===== src/rtl/sprite_physics_engine.sv =====
// sprite_physics_engine: per-frame fixed-point sprite motion (walk/fall/climb/stun), platform snap, X clamp.
// Latency: state/speed/position update only on the startOfFrame cycle and are visible the next cycle; no backpressure.
// Build option SPRITE_STUN_EN adds the electrified-rope hazard latch and STUN countdown.
module sprite_physics_engine #(
    parameter int N_ROPES      = 6,
    parameter int FRAC_BITS    = 6,
    parameter int INITIAL_X    = 280,
    parameter int INITIAL_Y    = 185,
    parameter int X_MIN        = 0,
    parameter int X_MAX        = 570,
    parameter int N_LEVELS     = 3,
    parameter int LEVEL_BASE_Y = 388,
    parameter int LEVEL_PITCH  = 129,
    parameter int SNAP_WIN     = 3,
    parameter int GRAVITY      = 10,
    parameter int MAX_FALL     = 230,
    parameter int JUMP_SPEED   = 300,
    parameter int CLIMB_SPEED  = 100,
    parameter int WALK_SPEED   = 150,
    parameter int STUN_FRAMES  = 150
) (
    input  logic                    clk,
    input  logic                    reset,
    input  logic                    startOfFrame,
    input  logic                    leftPressed,
    input  logic                    rightPressed,
    input  logic                    upPressed,
    input  logic                    downPressed,
    input  logic                    onRope,
    input  logic                    onBlock,
    input  logic [N_ROPES-1:0]      ropeCollisions,
    input  logic [N_ROPES-1:0][1:0] electroStatus,
    input  logic signed [31:0]      addedSpeed,
    output logic signed [10:0]      topLeftX,
    output logic signed [10:0]      topLeftY,
    output logic [1:0]              state,
    output logic                    stunned
);
    typedef enum logic [1:0] {
        WALK  = 2'd0,
        FALL  = 2'd1,
        CLIMB = 2'd2,
        STUN  = 2'd3
    } state_t;

    localparam int ONE_FP = 2 ** FRAC_BITS;
    localparam logic signed [31:0] X_INIT_FP = INITIAL_X * ONE_FP;
    localparam logic signed [31:0] Y_INIT_FP = INITIAL_Y * ONE_FP;

    state_t             state_q, state_d;
    logic signed [31:0] x_pos, x_pos_d;
    logic signed [31:0] y_pos, y_pos_d;
    logic signed [31:0] y_spd, y_spd_d;
    logic signed [31:0] x_spd, x_try, y_sum, y_grav, lvl_pos;
    int                 y_pix, x_pix_try;
    logic               near_lvl, snap;
    logic               hazard_go;
    logic               stun_done;

`ifdef SPRITE_STUN_EN
    localparam int CW = $clog2(STUN_FRAMES + 1);

    logic [CW-1:0] stun_cnt, stun_cnt_d;
    logic          hz_latch, hz_latch_d, hz_now;

    always_comb begin
        hz_now = 1'b0;
        for (int i = 0; i < N_ROPES; i++) begin
            if (ropeCollisions[i] && electroStatus[i] == 2'b10) hz_now = 1'b1;
        end
    end

    assign hazard_go = hz_latch && (state_q != STUN);
    assign stun_done = (stun_cnt <= CW'(1));
    assign stunned   = (state_q == STUN);

    // Hazards seen while already stunned are dropped, never queued for later.
    always_comb begin
        stun_cnt_d = stun_cnt;
        hz_latch_d = hz_latch;
        if (state_q != STUN && hz_now) hz_latch_d = 1'b1;
        if (startOfFrame) begin
            if (hazard_go) begin
                stun_cnt_d = CW'(STUN_FRAMES);
                hz_latch_d = 1'b0;
            end else if (state_q == STUN) begin
                stun_cnt_d = stun_done ? '0 : stun_cnt - CW'(1);
            end
        end
    end

    always_ff @(posedge clk or posedge reset) begin
        if (reset) begin
            stun_cnt <= '0;
            hz_latch <= 1'b0;
        end else begin
            stun_cnt <= stun_cnt_d;
            hz_latch <= hz_latch_d;
        end
    end
`else
    logic unused_hazard_inputs;

    assign unused_hazard_inputs = ^{ropeCollisions, electroStatus};
    assign hazard_go            = 1'b0;
    assign stun_done            = 1'b1;
    assign stunned              = 1'b0;
`endif

    // Snap target is judged on the current pixel Y, before this frame's motion.
    always_comb begin
        y_pix    = int'(y_pos >>> FRAC_BITS);
        near_lvl = 1'b0;
        lvl_pos  = '0;
        for (int k = N_LEVELS - 1; k >= 0; k--) begin
            if (y_pix - (LEVEL_BASE_Y - k * LEVEL_PITCH) <= SNAP_WIN &&
                (LEVEL_BASE_Y - k * LEVEL_PITCH) - y_pix <= SNAP_WIN) begin
                near_lvl = 1'b1;
                lvl_pos  = (LEVEL_BASE_Y - k * LEVEL_PITCH) * ONE_FP;
            end
        end
    end

    always_comb begin
        x_spd = addedSpeed;
        if (rightPressed && !leftPressed)      x_spd = addedSpeed + WALK_SPEED;
        else if (leftPressed && !rightPressed) x_spd = addedSpeed - WALK_SPEED;
        x_try     = x_pos + x_spd;
        x_pix_try = int'(x_try >>> FRAC_BITS);
        y_sum     = y_spd + GRAVITY;
        y_grav    = (y_sum > MAX_FALL) ? MAX_FALL : y_sum;
    end

    always_comb begin
        state_d = state_q;
        x_pos_d = x_pos;
        y_pos_d = y_pos;
        y_spd_d = y_spd;
        snap    = 1'b0;
        if (startOfFrame) begin
            if (hazard_go) begin
                state_d = STUN;
                y_spd_d = '0;
            end else begin
                case (state_q)
                    WALK: begin
                        y_spd_d = '0;
                        if (onRope && (upPressed || downPressed)) begin
                            state_d = CLIMB;
                        end else if (upPressed) begin
                            state_d = FALL;
                            y_spd_d = -JUMP_SPEED;
                        end else if (!onBlock) begin
                            state_d = FALL;
                        end
                    end
                    FALL: begin
                        if (y_spd >= 0 && onRope) begin
                            state_d = CLIMB;
                            y_spd_d = '0;
                        end else if (y_spd >= 0 && onBlock && near_lvl) begin
                            state_d = WALK;
                            y_spd_d = '0;
                            snap    = 1'b1;
                        end else begin
                            y_spd_d = y_grav;
                        end
                    end
                    CLIMB: begin
                        y_spd_d = '0;
                        if (!onRope)                          state_d = FALL;
                        else if (upPressed && !downPressed)   y_spd_d = -CLIMB_SPEED;
                        else if (downPressed && !upPressed)   y_spd_d = CLIMB_SPEED;
                    end
                    default: begin
                        if (stun_done) begin
                            state_d = FALL;
                            y_spd_d = '0;
                        end
                    end
                endcase
                if (state_q != STUN) begin
                    if (x_pix_try > X_MAX)      x_pos_d = X_MAX * ONE_FP;
                    else if (x_pix_try < X_MIN) x_pos_d = X_MIN * ONE_FP;
                    else                        x_pos_d = x_try;
                end
            end
            y_pos_d = snap ? lvl_pos : y_pos + y_spd_d;
        end
    end

    always_ff @(posedge clk or posedge reset) begin
        if (reset) begin
            state_q <= FALL;
            x_pos   <= X_INIT_FP;
            y_pos   <= Y_INIT_FP;
            y_spd   <= '0;
        end else begin
            state_q <= state_d;
            x_pos   <= x_pos_d;
            y_pos   <= y_pos_d;
            y_spd   <= y_spd_d;
        end
    end

    assign topLeftX = x_pos[FRAC_BITS +: 11];
    assign topLeftY = y_pos[FRAC_BITS +: 11];
    assign state    = state_q;

endmodule


===== config.mk =====
export PLATFORM = sky130hd
export DESIGN_NAME = sprite_physics_engine
export DESIGN_NICKNAME = d
export VERILOG_FILES = /design/src/rtl/sprite_physics_engine.sv
export SDC_FILE = /design/constraint.sdc
export NUM_CORES = 1
export LEC_CHECK = 0
export CORE_ASPECT_RATIO = 0.5
export CORE_MARGIN = 4
export CORE_UTILIZATION = 62
export DETAILED_ROUTE_END_ITERATION = 7
export HOLD_SLACK_MARGIN = 0.15
export PLACE_DENSITY = 0.83
export RECOVER_POWER = 50
export SLEW_MARGIN = 20
export SYNTH_ARGS = -nofsm -noshare
export SYNTH_HDL_FRONTEND = slang
export SYNTH_SLANG_ARGS = --single-unit

===== constraint.sdc =====
create_clock -name clk -period 7.8 [get_ports clk]
set_input_delay 1.17 -clock clk [delete_from_list [all_inputs] [get_ports clk]]
set_output_delay 1.17 -clock clk [all_outputs]
set_load 0.1 [all_outputs]

### Yosys cells after proc, flatten, opt, wreduce, memory -nomap -nowiden

Index checks and enable logic that the tools add are counted.

* output and inout port bits: 25
* register bits: 98

* $add $sub $neg: 11
* order comparisons: 10
* mux-type cells: 32
* equal/unequal tests: 6
* reductions and logical operators: 19

Operator list (count)
* 32-bit 2-to-1 mux: 13
* 27-bit by 3-bit less-or-equal comparator with 1-bit output, second input constant: 6
* 32-bit one-hot mux with 3 select lines: 1
* 32-bit adder: 2
* 10-bit by 26-bit subtractor with 27-bit output, first input constant: 2
* 26-bit by 10-bit subtractor with 27-bit output, second input constant: 2
* 32-bit by 5-bit adder with 32-bit output, second input constant: 1
* 32-bit by 9-bit adder with 32-bit output, second input constant: 1
* 32-bit by 1-bit >= comparator with 1-bit output, second input constant: 1
* 32-bit by 9-bit > comparator with 1-bit output, second input constant: 1
* 32-bit by 9-bit subtractor with 32-bit output, second input constant: 1
* 15-bit 2-to-1 mux: 2
* 26-bit by 9-bit subtractor with 27-bit output, second input constant: 1
* 9-bit by 26-bit subtractor with 27-bit output, first input constant: 1
* 26-bit by 11-bit > comparator with 1-bit output, second input constant: 1
* 26-bit by 1-bit less-than comparator with 1-bit output, second input constant: 1
* 14-bit 2-to-1 mux: 1
* 2-bit 2-to-1 mux: 6
* 1-bit logical AND: 11
* 1-bit 2-to-1 mux: 7
* 7-bit 2-to-1 mux: 1
* 2-bit one-hot mux with 3 select lines: 1
* 1-bit zero test: 4
* 2-bit != test, second input constant: 2
* 8 further kinds: 8

### Logic depth before layout (Yosys ltp)

Gate-level depths: netlist of run 1.

* depth after elaboration: 13
* mapped depth: 29

### Worst setup path after synthesis of run 1

Ideal clock, no wire load.

* path type: register -> register
* from: register y_pos[8]
* to: register y_pos[30]
* path buffers: 2
* data required time: 7.666 ns
* arrival: 6.398 ns
* setup slack: 1.268 ns
* cell stages (with the launch flop): 29
* path through: dfrtp_1 clkbuf_1 inv_1 ha_1 or4b_2 o21ai_1 nand3_1 a221oi_1 o2111ai_1 o31ai_1 a21oi_1 a21o_4 nand2_4 buf_2 nor2_1 ha_1 fa_1 a21o_1 a21oi_1 o21bai_1 o41a_1 a311oi_1 o31ai_1 a21oi_1 o21bai_1 a221o_1 a21oi_1 xor2_1 o22ai_1

* cells in the longest elaborated chain, start to end: 13
* elaborated cells on any way between the ends: 29
* those cells by class: add/sub: 7; order compare: 6; mux: 12; reduce/logical: 4

Ends and longest elaborated chain
* start, declared: RTL line 52 `logic signed [31:0] y_pos, y_pos_d;`
* start signal, assigned: RTL line 201 `y_pos <= y_pos_d;`
* 26-bit by 9-bit subtractor with 27-bit output / 9-bit by 26-bit subtractor with 27-bit output (equally long branches): RTL line 116, 117
* 27-bit by 3-bit less-or-equal comparator with 1-bit output, on equally long branches: RTL line 116, 117
* 1-bit logical AND: RTL line 116 `if (y_pix - (LEVEL_BASE_Y - k * LEVEL_PITCH) <= SNAP_WIN &&`
* 1-bit 2-to-1 mux (3 in a row): RTL line 116
* 1-bit logical AND: RTL line 161 `end else if (y_spd >= 0 && onBlock && near_lvl) begin`
* 32-bit 2-to-1 mux: RTL line 161
* 32-bit 2-to-1 mux: RTL line 158 `if (y_spd >= 0 && onRope) begin`
* 32-bit one-hot mux with 3 select lines: RTL line 145 `case (state_q)`
* 32-bit 2-to-1 mux: RTL line 140 `if (startOfFrame) begin`
* 32-bit adder: RTL line 188 `y_pos_d = snap ? lvl_pos : y_pos + y_spd_d;`
* 32-bit 2-to-1 mux (*): RTL line 188

Every way passes the cells marked *; elsewhere a longest branch is shown, timed or not. The select of a mux whose other input is x is not followed.
A chain may end at the register's enable or synchronous reset.

### Worst setup path after layout of run 1

* from: register y_pos[9]
* to: register y_pos[31]

Same word-level chain as after synthesis.

==> flow_metrics.py, run 1 <==
metrics = {
    "timing": {
        "count_of_final_max_slew_check_failures": 74,
        "skew_ps": 7.51,
        "final.setup.tns_ps": 0,
        "timing.hold.ws_ps": 496,
        "final_critical_path_setup_slack_ps": 699,
        "min_period_ps": 7100,
        "post-route-period-util_pct": 91.0,
        "rsz0062_at_grt": "false",
        "slew_headroom_pct": -166,
        "timing.final.hold_violations": 0,
        "worst_slew_pin_slew_ps": 3980,
        "timing.fmax_mhz": 141,
        "setup_viol": 0,
    },
    "run_status": {
        "status": "finished, violations left",
        "failed_checks": "capacitance limit, slew limit",
    },
    "floorplan": {
        "core_mm2": 0.0197,
        "placementRows": 36,
        "io_pins": 84,
        "die_height_um": 109,
        "fp.dieArea_mm2": 0.0229,
        "die-width_um": 210,
        "initial_core_util_pct": 64.1,
    },
    "global_routing": {
        "grt_max_degree": 74,
        "grt_pass1_wl_mm": 64.0,
        "grt_overflow": 0,
        "antenna_found_initial": 0,
        "grt_use_total_pct": 33.9,
        "first_global_vias": 12578,
    },
    "drt": {
        "drtAntennaViolNets": 0,
        "drt_pre_antenna_iters": 8,
        "detailroute.via_count": 13287,
        "route.detailed.drc": 0,
        "wl_mm": 39.1,
        "routed_via_density": 6.90,
        "dr_wl_cell_um": 20.3,
        "drtIter0Drc": 1462,
    },
    "clocking": {
        "post_cts_resize_count": 0,
        "clock_tree_from_tritoncts": "built",
        "worst_setup_hold_path_clk_slew_ps": 70,
        "cts_setup_buffers": 0,
        "cts_buffers": 9,
        "max-clock-path-buffers": 2,
        "clock_insertion_delay_worst_skew_ps": 360,
        "clock_sinks": 97,
        "cts_root_buffer": "sky130_fd_sc_hd__clkbuf_16",
        "cts-htree-levels": 3,
        "cts_hold_repair.buffers": 0,
    },
    "worst_setup_path": {
        "highest_fanout_seen_on_the_critical_path": 13,
        "worst_r2r_path_depth": 26,
        "setup.reg_to_reg.worst_slack_ps": 700,
        "worstReg2RegStart": "y_pos[9]",
        "critical-path-top-delay-family": "compound AO/OA/AOI/OAI gates",
        "cp-end-kind": "register",
        "worst_path_max_delay_cell": "sky130_fd_sc_hd__or4b_2",
        "regToRegEndpoint": "y_pos[31]",
        "crit_type": "register to register",
        "critical_path_required_ps": 8050,
        "worstSetupPathDepth": 26,
        "critical_path.startpoint_type": "register",
        "worst-endpoint-arrival_ps": 7350,
        "cp_num_buf_inv": 3,
        "critPathMaxStageDelay_ps": 700,
    },
    "placement": {
        "gpl_congestion": 1.00,
        "io_buffer_count": 64,
        "placedInstanceArea_mm2": 0.0133,
        "place_ws_ps": 784,
        "hpwl_mm": 29.2,
    },
    "synthesis": {
        "postSynthNetCount": 1817,
        "synth.avg_cell_area_um2": 7.55,
        "synth-async-reset-ratio_pct": 100,
        "post_synthesis_cell_area_mm2": 0.0127,
        "seq_area_frac_synth_pct": 19.3,
        "yosysWarningCount": 0,
        "syn_inst": 1675,
        "dominantRegCellSynth": "sky130_fd_sc_hd__dfrtp_1",
        "number_of_flops_mapped_to_enable_cells_by_yosys": 0,
        "post_synth_num_cell_types": 97,
        "ys_ff_latch": 97,
    },
    "min_path": {
        "hold_end": "x_pos[3]",
        "worstHoldStart": "x_pos[3]",
        "min_path_type": "register to register",
        "min_delay_path_depth": 2,
    },
    "power_and_ir_drop": {
        "leak_pwr_nw": 5.58,
        "power_per_standard_cell_area_mw_per_mm2": 345,
        "worst_vdd_rail_ir_drop_mv": 0.194,
        "power_mw": 4.68,
    },
    "finish": {
        "insertedDiodeCount": 0,
        "multiInputGateArea_mm2": 0.00934,
        "layout.cells.most_common_list": "sky130_fd_sc_hd__nand2_1 (152), sky130_fd_sc_hd__o21ai_0 (130), sky130_fd_sc_hd__nor2_1 (120)",
        "most_common_cell_after_layout_fill_and_taps_aside": "sky130_fd_sc_hd__nand2_1",
        "share_of_post_route_cells_with_drive_strength_above_1_pct": 7.34,
        "final_design_area_no_fill_mm2": 0.0136,
        "syn2layout_area_growth_pct": 7.29,
        "design.final.nets": 1798,
        "seq_area_mm2": 0.00244,
        "fillerInstances": 1648,
    },
    "flow_run": {
        "timing.max_cap.violations": 1,
    },
}
==> metrics by stage <==
| step | util [%] | instances |
|---|---|---|
| global route | 68.8 | 1927 |
| global placement | 67.3 | 1911 |
| detailed placement | 67.3 | 1911 |
| CTS | 68.8 | 1927 |
| finish | 68.8 | 1927 |
| floorplan | - | 1675 |
==> metal layers <==
metal	global-route usage, %	vias to the layer above	part of all wire [%]
met1	43.7	6292	42
met4	12.8	0	4.0
met2	58.9	698	46
li1	-	6172	-
met5	0	-	0
met3	4.74	125	8.1
==> worst max path at each step <==
stage | from | end | slack, ps
after floorplan | y_pos[8] | y_pos[30] | 1270
after global placement | y_pos[9] | y_pos[30] | 900
after detailed placement | y_pos[9] | y_pos[31] | 780
after CTS | y_pos[9] | y_pos[31] | 720
after global routing | y_pos[9] | y_pos[31] | 20
final | y_pos[9] | y_pos[31] | 700
==> final cells by class <==
cell class,instances,area share [%]
timing repair buffer,107,7.03
multi-input combinational,1387,68.8
clock inverter,3,0.295
sequential,97,18.0
tap,266,2.45
inverter,54,1.50
clock buffer,13,1.92
==> synth_stat cells (8+ instances only) <==
cell type | instances | area [um2]
sky130_fd_sc_hd__buf_1 | 10 | 37.5
sky130_fd_sc_hd__and4_1 | 11 | 96.3
sky130_fd_sc_hd__xor2_1 | 49 | 429
sky130_fd_sc_hd__a21o_1 | 44 | 330
sky130_fd_sc_hd__o211ai_1 | 13 | 97.6
sky130_fd_sc_hd__and2_1 | 25 | 156
sky130_fd_sc_hd__o21ai_1 | 9 | 45.0
sky130_fd_sc_hd__a2111oi_0 | 9 | 78.8
sky130_fd_sc_hd__buf_4 | 25 | 188
sky130_fd_sc_hd__o21ai_0 | 131 | 656
sky130_fd_sc_hd__nor3_1 | 47 | 235
sky130_fd_sc_hd__clkbuf_1 | 71 | 267
sky130_fd_sc_hd__nor2_1 | 120 | 450
sky130_fd_sc_hd__nor2b_1 | 15 | 93.8
sky130_fd_sc_hd__inv_1 | 51 | 191
sky130_fd_sc_hd__and3_1 | 24 | 150
sky130_fd_sc_hd__o31ai_1 | 31 | 233
sky130_fd_sc_hd__a31oi_1 | 30 | 188
sky130_fd_sc_hd__ha_1 | 81 | 1010
sky130_fd_sc_hd__dfstp_2 | 9 | 236
sky130_fd_sc_hd__nor4_1 | 17 | 106
sky130_fd_sc_hd__xnor2_1 | 90 | 788
sky130_fd_sc_hd__a21oi_1 | 110 | 551
sky130_fd_sc_hd__o41ai_1 | 8 | 70.1
sky130_fd_sc_hd__nand2b_1 | 21 | 131
sky130_fd_sc_hd__a41oi_1 | 8 | 70.1
sky130_fd_sc_hd__nand2_1 | 152 | 571
sky130_fd_sc_hd__a22o_1 | 26 | 228
sky130_fd_sc_hd__nand3b_1 | 9 | 67.6
sky130_fd_sc_hd__o21bai_1 | 15 | 113
sky130_fd_sc_hd__or4_1 | 10 | 75.1
sky130_fd_sc_hd__o21a_1 | 11 | 82.6
sky130_fd_sc_hd__o22ai_1 | 24 | 150
sky130_fd_sc_hd__nand3_1 | 56 | 280
sky130_fd_sc_hd__dfrtp_1 | 88 | 2200
sky130_fd_sc_hd__nand4_1 | 26 | 163
sky130_fd_sc_hd__buf_2 | 25 | 125
sky130_fd_sc_hd__nor4b_1 | 10 | 87.6
sky130_fd_sc_hd__mux2_2 | 9 | 101
sky130_fd_sc_hd__o2bb2ai_1 | 14 | 123
sky130_fd_sc_hd__or3_1 | 10 | 62.6
==> kinds of logic (layout without fill, tap and decap cells) <==
group                      Yosys count  after routing  share of synthesized area (%)
adders and majority gates           83             83                           8.33
xor gates and xnor gates           139            139                           9.62
DFF                                 97             97                           19.3
buffers and inverters              191            177                           6.91
AOI/OAI and AO/OA                  564            564                           30.2
muxes                               15             15                           1.29
other                                1              1                         0.0296
and+or+nand+nor                    585            585                           24.3
==> worst register-to-register path, stage by stage, from the launching register on <==
cell                        delay, ps
sky130_fd_sc_hd__dfstp_2          460
sky130_fd_sc_hd__inv_1            260
sky130_fd_sc_hd__ha_2             360
sky130_fd_sc_hd__or4b_2           700
sky130_fd_sc_hd__o21ai_1          350
sky130_fd_sc_hd__nand3_1          150
sky130_fd_sc_hd__a221oi_1         290
sky130_fd_sc_hd__o2111ai_1        150
sky130_fd_sc_hd__o31ai_1          380
sky130_fd_sc_hd__a21oi_1          220
sky130_fd_sc_hd__a21o_4           270
sky130_fd_sc_hd__buf_4            190
sky130_fd_sc_hd__a32o_1           280
sky130_fd_sc_hd__ha_1             320
sky130_fd_sc_hd__o21ai_0          120
sky130_fd_sc_hd__o21ai_0          300
sky130_fd_sc_hd__a41oi_1          220
sky130_fd_sc_hd__o21ai_0          290
sky130_fd_sc_hd__nor4b_1          280
sky130_fd_sc_hd__buf_4            170
sky130_fd_sc_hd__o2111ai_1        140
sky130_fd_sc_hd__a21oi_1          330
sky130_fd_sc_hd__nand3_1          120
sky130_fd_sc_hd__a21oi_1          210
sky130_fd_sc_hd__xnor2_1          180
sky130_fd_sc_hd__nor2_1            70
sky130_fd_sc_hd__o22a_1           200
==> report_power, final <==
part           switching [mW]  total (mW)  internal, mW  leakage [nW]
Combinational            2.02        3.18          1.16          4.17
Sequential              0.388        1.04         0.652          1.26
Clock                   0.195       0.460         0.265         0.150
==> state kept, by name (all words and copies together) (netlist names) <==
signal,flops
y_spd,32
state,2
x_pos,31
y_pos,32
(Power assumes the default switching activity.)
==> inputs of run 2 (changes only) <==
--- a/config.mk
+++ b/config.mk
@@ -7,10 +7,9 @@
 export LEC_CHECK = 0
 export CORE_ASPECT_RATIO = 0.5
 export CORE_MARGIN = 4
-export CORE_UTILIZATION = 62
+export CORE_UTILIZATION = 42
 export DETAILED_ROUTE_END_ITERATION = 7
 export HOLD_SLACK_MARGIN = 0.15
-export PLACE_DENSITY = 0.83
 export RECOVER_POWER = 50
 export SLEW_MARGIN = 20
 export SYNTH_ARGS = -nofsm -noshare
==> run 2 against run 1 <==
The flow still finishes with violations (capacitance limit, slew limit). Cell count is 6.3% higher. Flip-flop and latch count is the same. Cell area rose by 1.1%. Hold slack got worse by 9.0 ps. Combinational power about the same. Non-clock buffer count fell by 3. Sequential share of layout area down 0.19 points. Worst setup slack worse by 300 ps. Fmax fell by 4.0%. Critical path depth fell by 2. Via count is 4.2% lower.
==> flow_metrics.py, run 2 (same netlist as run 1, synthesis figures left out) <==
metrics = {
    "clocking": {
        "clock_tree_from_tritoncts": "built",
        "cts-htree-levels": 3,
        "max-clock-path-buffers": 2,
        "cts_setup_buffers": 0,
        "cts_buffers": 9,
        "clock_insertion_delay_worst_skew_ps": 360,
        "cts_root_buffer": "sky130_fd_sc_hd__clkbuf_16",
        "clock_sinks": 97,
        "worst_setup_hold_path_clk_slew_ps": 70,
    },
    "finish": {
        "share_of_post_route_cells_with_drive_strength_above_1_pct": 7.00,
        "top_flop_regs": "y_pos: 32 flops, y_spd: 32 flops, x_pos: 31 flops",
        "design.final.nets": 1795,
        "insertedDiodeCount": 0,
        "final_design_area_no_fill_mm2": 0.0137,
        "most_common_cell_after_layout_fill_and_taps_aside": "sky130_fd_sc_hd__nand2_1",
        "syn2layout_area_growth_pct": 8.44,
        "fillerInstances": 2923,
        "layout.cells.most_common_list": "sky130_fd_sc_hd__nand2_1 (152), sky130_fd_sc_hd__o21ai_0 (130), sky130_fd_sc_hd__nor2_1 (120)",
    },
    "power_and_ir_drop": {
        "sequentialPowerShare_pct": 21.4,
        "internal_power_component_mw": 2.07,
        "worst_vdd_rail_ir_drop_mv": 0.197,
        "combinational_fraction_of_design_power_pct": 68.5,
        "power.share.switching_pct": 55.6,
        "power_per_standard_cell_area_mw_per_mm2": 340,
        "leak_pwr_nw": 5.53,
        "power_mw": 4.67,
        "switchingPower_mw": 2.59,
        "share_clk_of_total_power_pct": 10.1,
    },
    "timing": {
        "min_period_ps": 7400,
        "setup_viol": 0,
        "rsz0062_at_grt": "false",
        "skew_ps": 9.87,
        "post-route-period-util_pct": 94.8,
        "timing.fmax_mhz": 135,
        "slew_headroom_pct": -51.9,
        "final.setup.tns_ps": 0,
        "final_critical_path_setup_slack_ps": 402,
        "timing.final.hold_violations": 0,
        "count_of_final_max_slew_check_failures": 129,
        "worst_slew_pin_slew_ps": 2280,
    },
    "placement": {
        "hpwl_mm": 30.0,
        "place_ws_ps": 432,
        "io_buffer_count": 64,
        "placedInstanceArea_mm2": 0.0134,
        "gpl_congestion": 0.981,
    },
    "drt": {
        "drt_pre_antenna_iters": 5,
        "route.detailed.drc": 0,
        "routed_via_density": 6.21,
        "wl_mm": 39.7,
        "dr_wl_cell_um": 19.4,
        "drtIter0Drc": 1145,
        "drtAntennaViolNets": 0,
        "detailroute.via_count": 12726,
    },
    "global_routing": {
        "antenna_found_initial": 0,
        "grt_max_degree": 76,
        "grt_use_total_pct": 23.8,
        "grt_pass1_wl_mm": 64.7,
        "first_global_vias": 12043,
        "grt_overflow": 0,
    },
    "worst_setup_path": {
        "worst-endpoint-arrival_ps": 7620,
        "critical_path_required_ps": 8020,
        "cpMostUsedCell": "sky130_fd_sc_hd__a21oi_1",
        "highest_fanout_seen_on_the_critical_path": 14,
        "worst_path_cell_chain": "nor4_1 -> and3_1 -> o21ai_1 -> a2111oi_0 -> nand4_1 -> o31ai_1 -> a22oi_2 -> a21o_4 -> nand2_4 -> nor2_1 -> ha_1 -> fa_1 -> a21o_1 -> a21oi_1 -> o21bai_1 -> o41a_1 -> a311oi_1 -> o31ai_1 -> a21oi_1 -> o21bai_1 -> a221o_1 -> a21oi_1 -> xor2_1 -> o22ai_1",
        "crit_type": "register to register",
        "critPathMaxStageDelay_ps": 730,
        "critical_path.startpoint_type": "register",
        "worst_path_max_delay_cell": "sky130_fd_sc_hd__a2111oi_0",
        "cp-end-kind": "register",
    },
    "floorplan": {
        "die_height_um": 131,
        "io_pins": 84,
        "initial_core_util_pct": 43.1,
        "fp.dieArea_mm2": 0.0331,
        "placementRows": 44,
        "die-width_um": 253,
        "core_mm2": 0.0293,
    },
    "flow_run": {
        "timing.max_cap.violations": 3,
    },
    "run_status": {
        "failed_checks": "capacitance limit, slew limit",
        "status": "finished, violations left",
    },
    "min_path": {
        "min_path_type": "register to register",
    },
}
run 2: worst max-delay path: cells and delay by family, from the launching register on:
kind	cells	cell delay, ps
simple gates	5	1400
fa+ha+maj	2	620
compound gates	16	4450
flops	1	610
xor+xnor	1	170
run 2: power groups by stage:
| stage | Combinational (mW) | Clock [mW] | Sequential (mW) |
|---|---|---|---|
| after global routing | 3.47 | 0.498 | 1.03 |
| after global placement | 3.09 | 0 | 0.994 |
| after detailed placement | 3.13 | 0 | 1.00 |
| final | 3.20 | 0.471 | 1.00 |
| after CTS | 3.15 | 0.487 | 0.991 |
| after floorplan | 2.51 | 0 | 0.812 |
run 2: final cells by class:
class	count	area (um2)	share of cell area, %
Sequential cell	97	2440	17.8
Tap cell	391	489	3.57
Clock inverter	4	51.3	0.374
Clock buffer	12	256	1.87
Timing Repair Buffer	104	931	6.79
Multi-Input combinational cell	1387	9350	68.1
Inverter	54	204	1.49
run 2: final timing paths:
kind	cells past startpoint	end	slack (ps)	startpoint
max	24	y_pos[30]	400	y_pos[25]
min	2	x_pos[0]	490	x_pos[0]
max reg2reg	24	y_pos[30]	400	y_pos[25]
min reg2reg	2	x_pos[0]	490	x_pos[0]
max in group asynchronous	4	y_pos[15]	2240	reset
min in group asynchronous	2	x_pos[25]	1480	reset
run 2: stage by stage:
step	hold WS, ps	cells	utilization [%]
5_1_grt	505	2049	46.8
6_report	487	2049	46.8
4_1_cts	492	2048	46.7
2_1_floorplan	453	1675	-
3_3_place_gp	470	2032	45.7
3_5_place_dp	475	2032	45.7
run 2: per-layer routing:
metal / wire length, um / part of all wire, % / up-vias / track usage, %
met1: 18400 / 46 / 6046 / 33.0
met2: 18200 / 46 / 439 / 39.5
li1: - / - / 6153 / -
met4: 1010 / 2.5 / 0 / 6.93
met5: 0 / 0 / - / 0
met3: 2070 / 5.2 / 88 / 2.75
run 2: timing repair:
item | CTS | global route
setup endpoints to repair | 0 | 2
gates resized for setup | 0 | 3
hold buffers | 0 | 0
==> inputs of run 3 (changes only) <==
--- a/config.mk
+++ b/config.mk
@@ -15,3 +15,4 @@
 export SYNTH_ARGS = -nofsm -noshare
 export SYNTH_HDL_FRONTEND = slang
 export SYNTH_SLANG_ARGS = --single-unit
+export TNS_END_PERCENT = 1
==> results of run 3 <==
The final DEF is identical to that of run 2; final timing and power are the same.
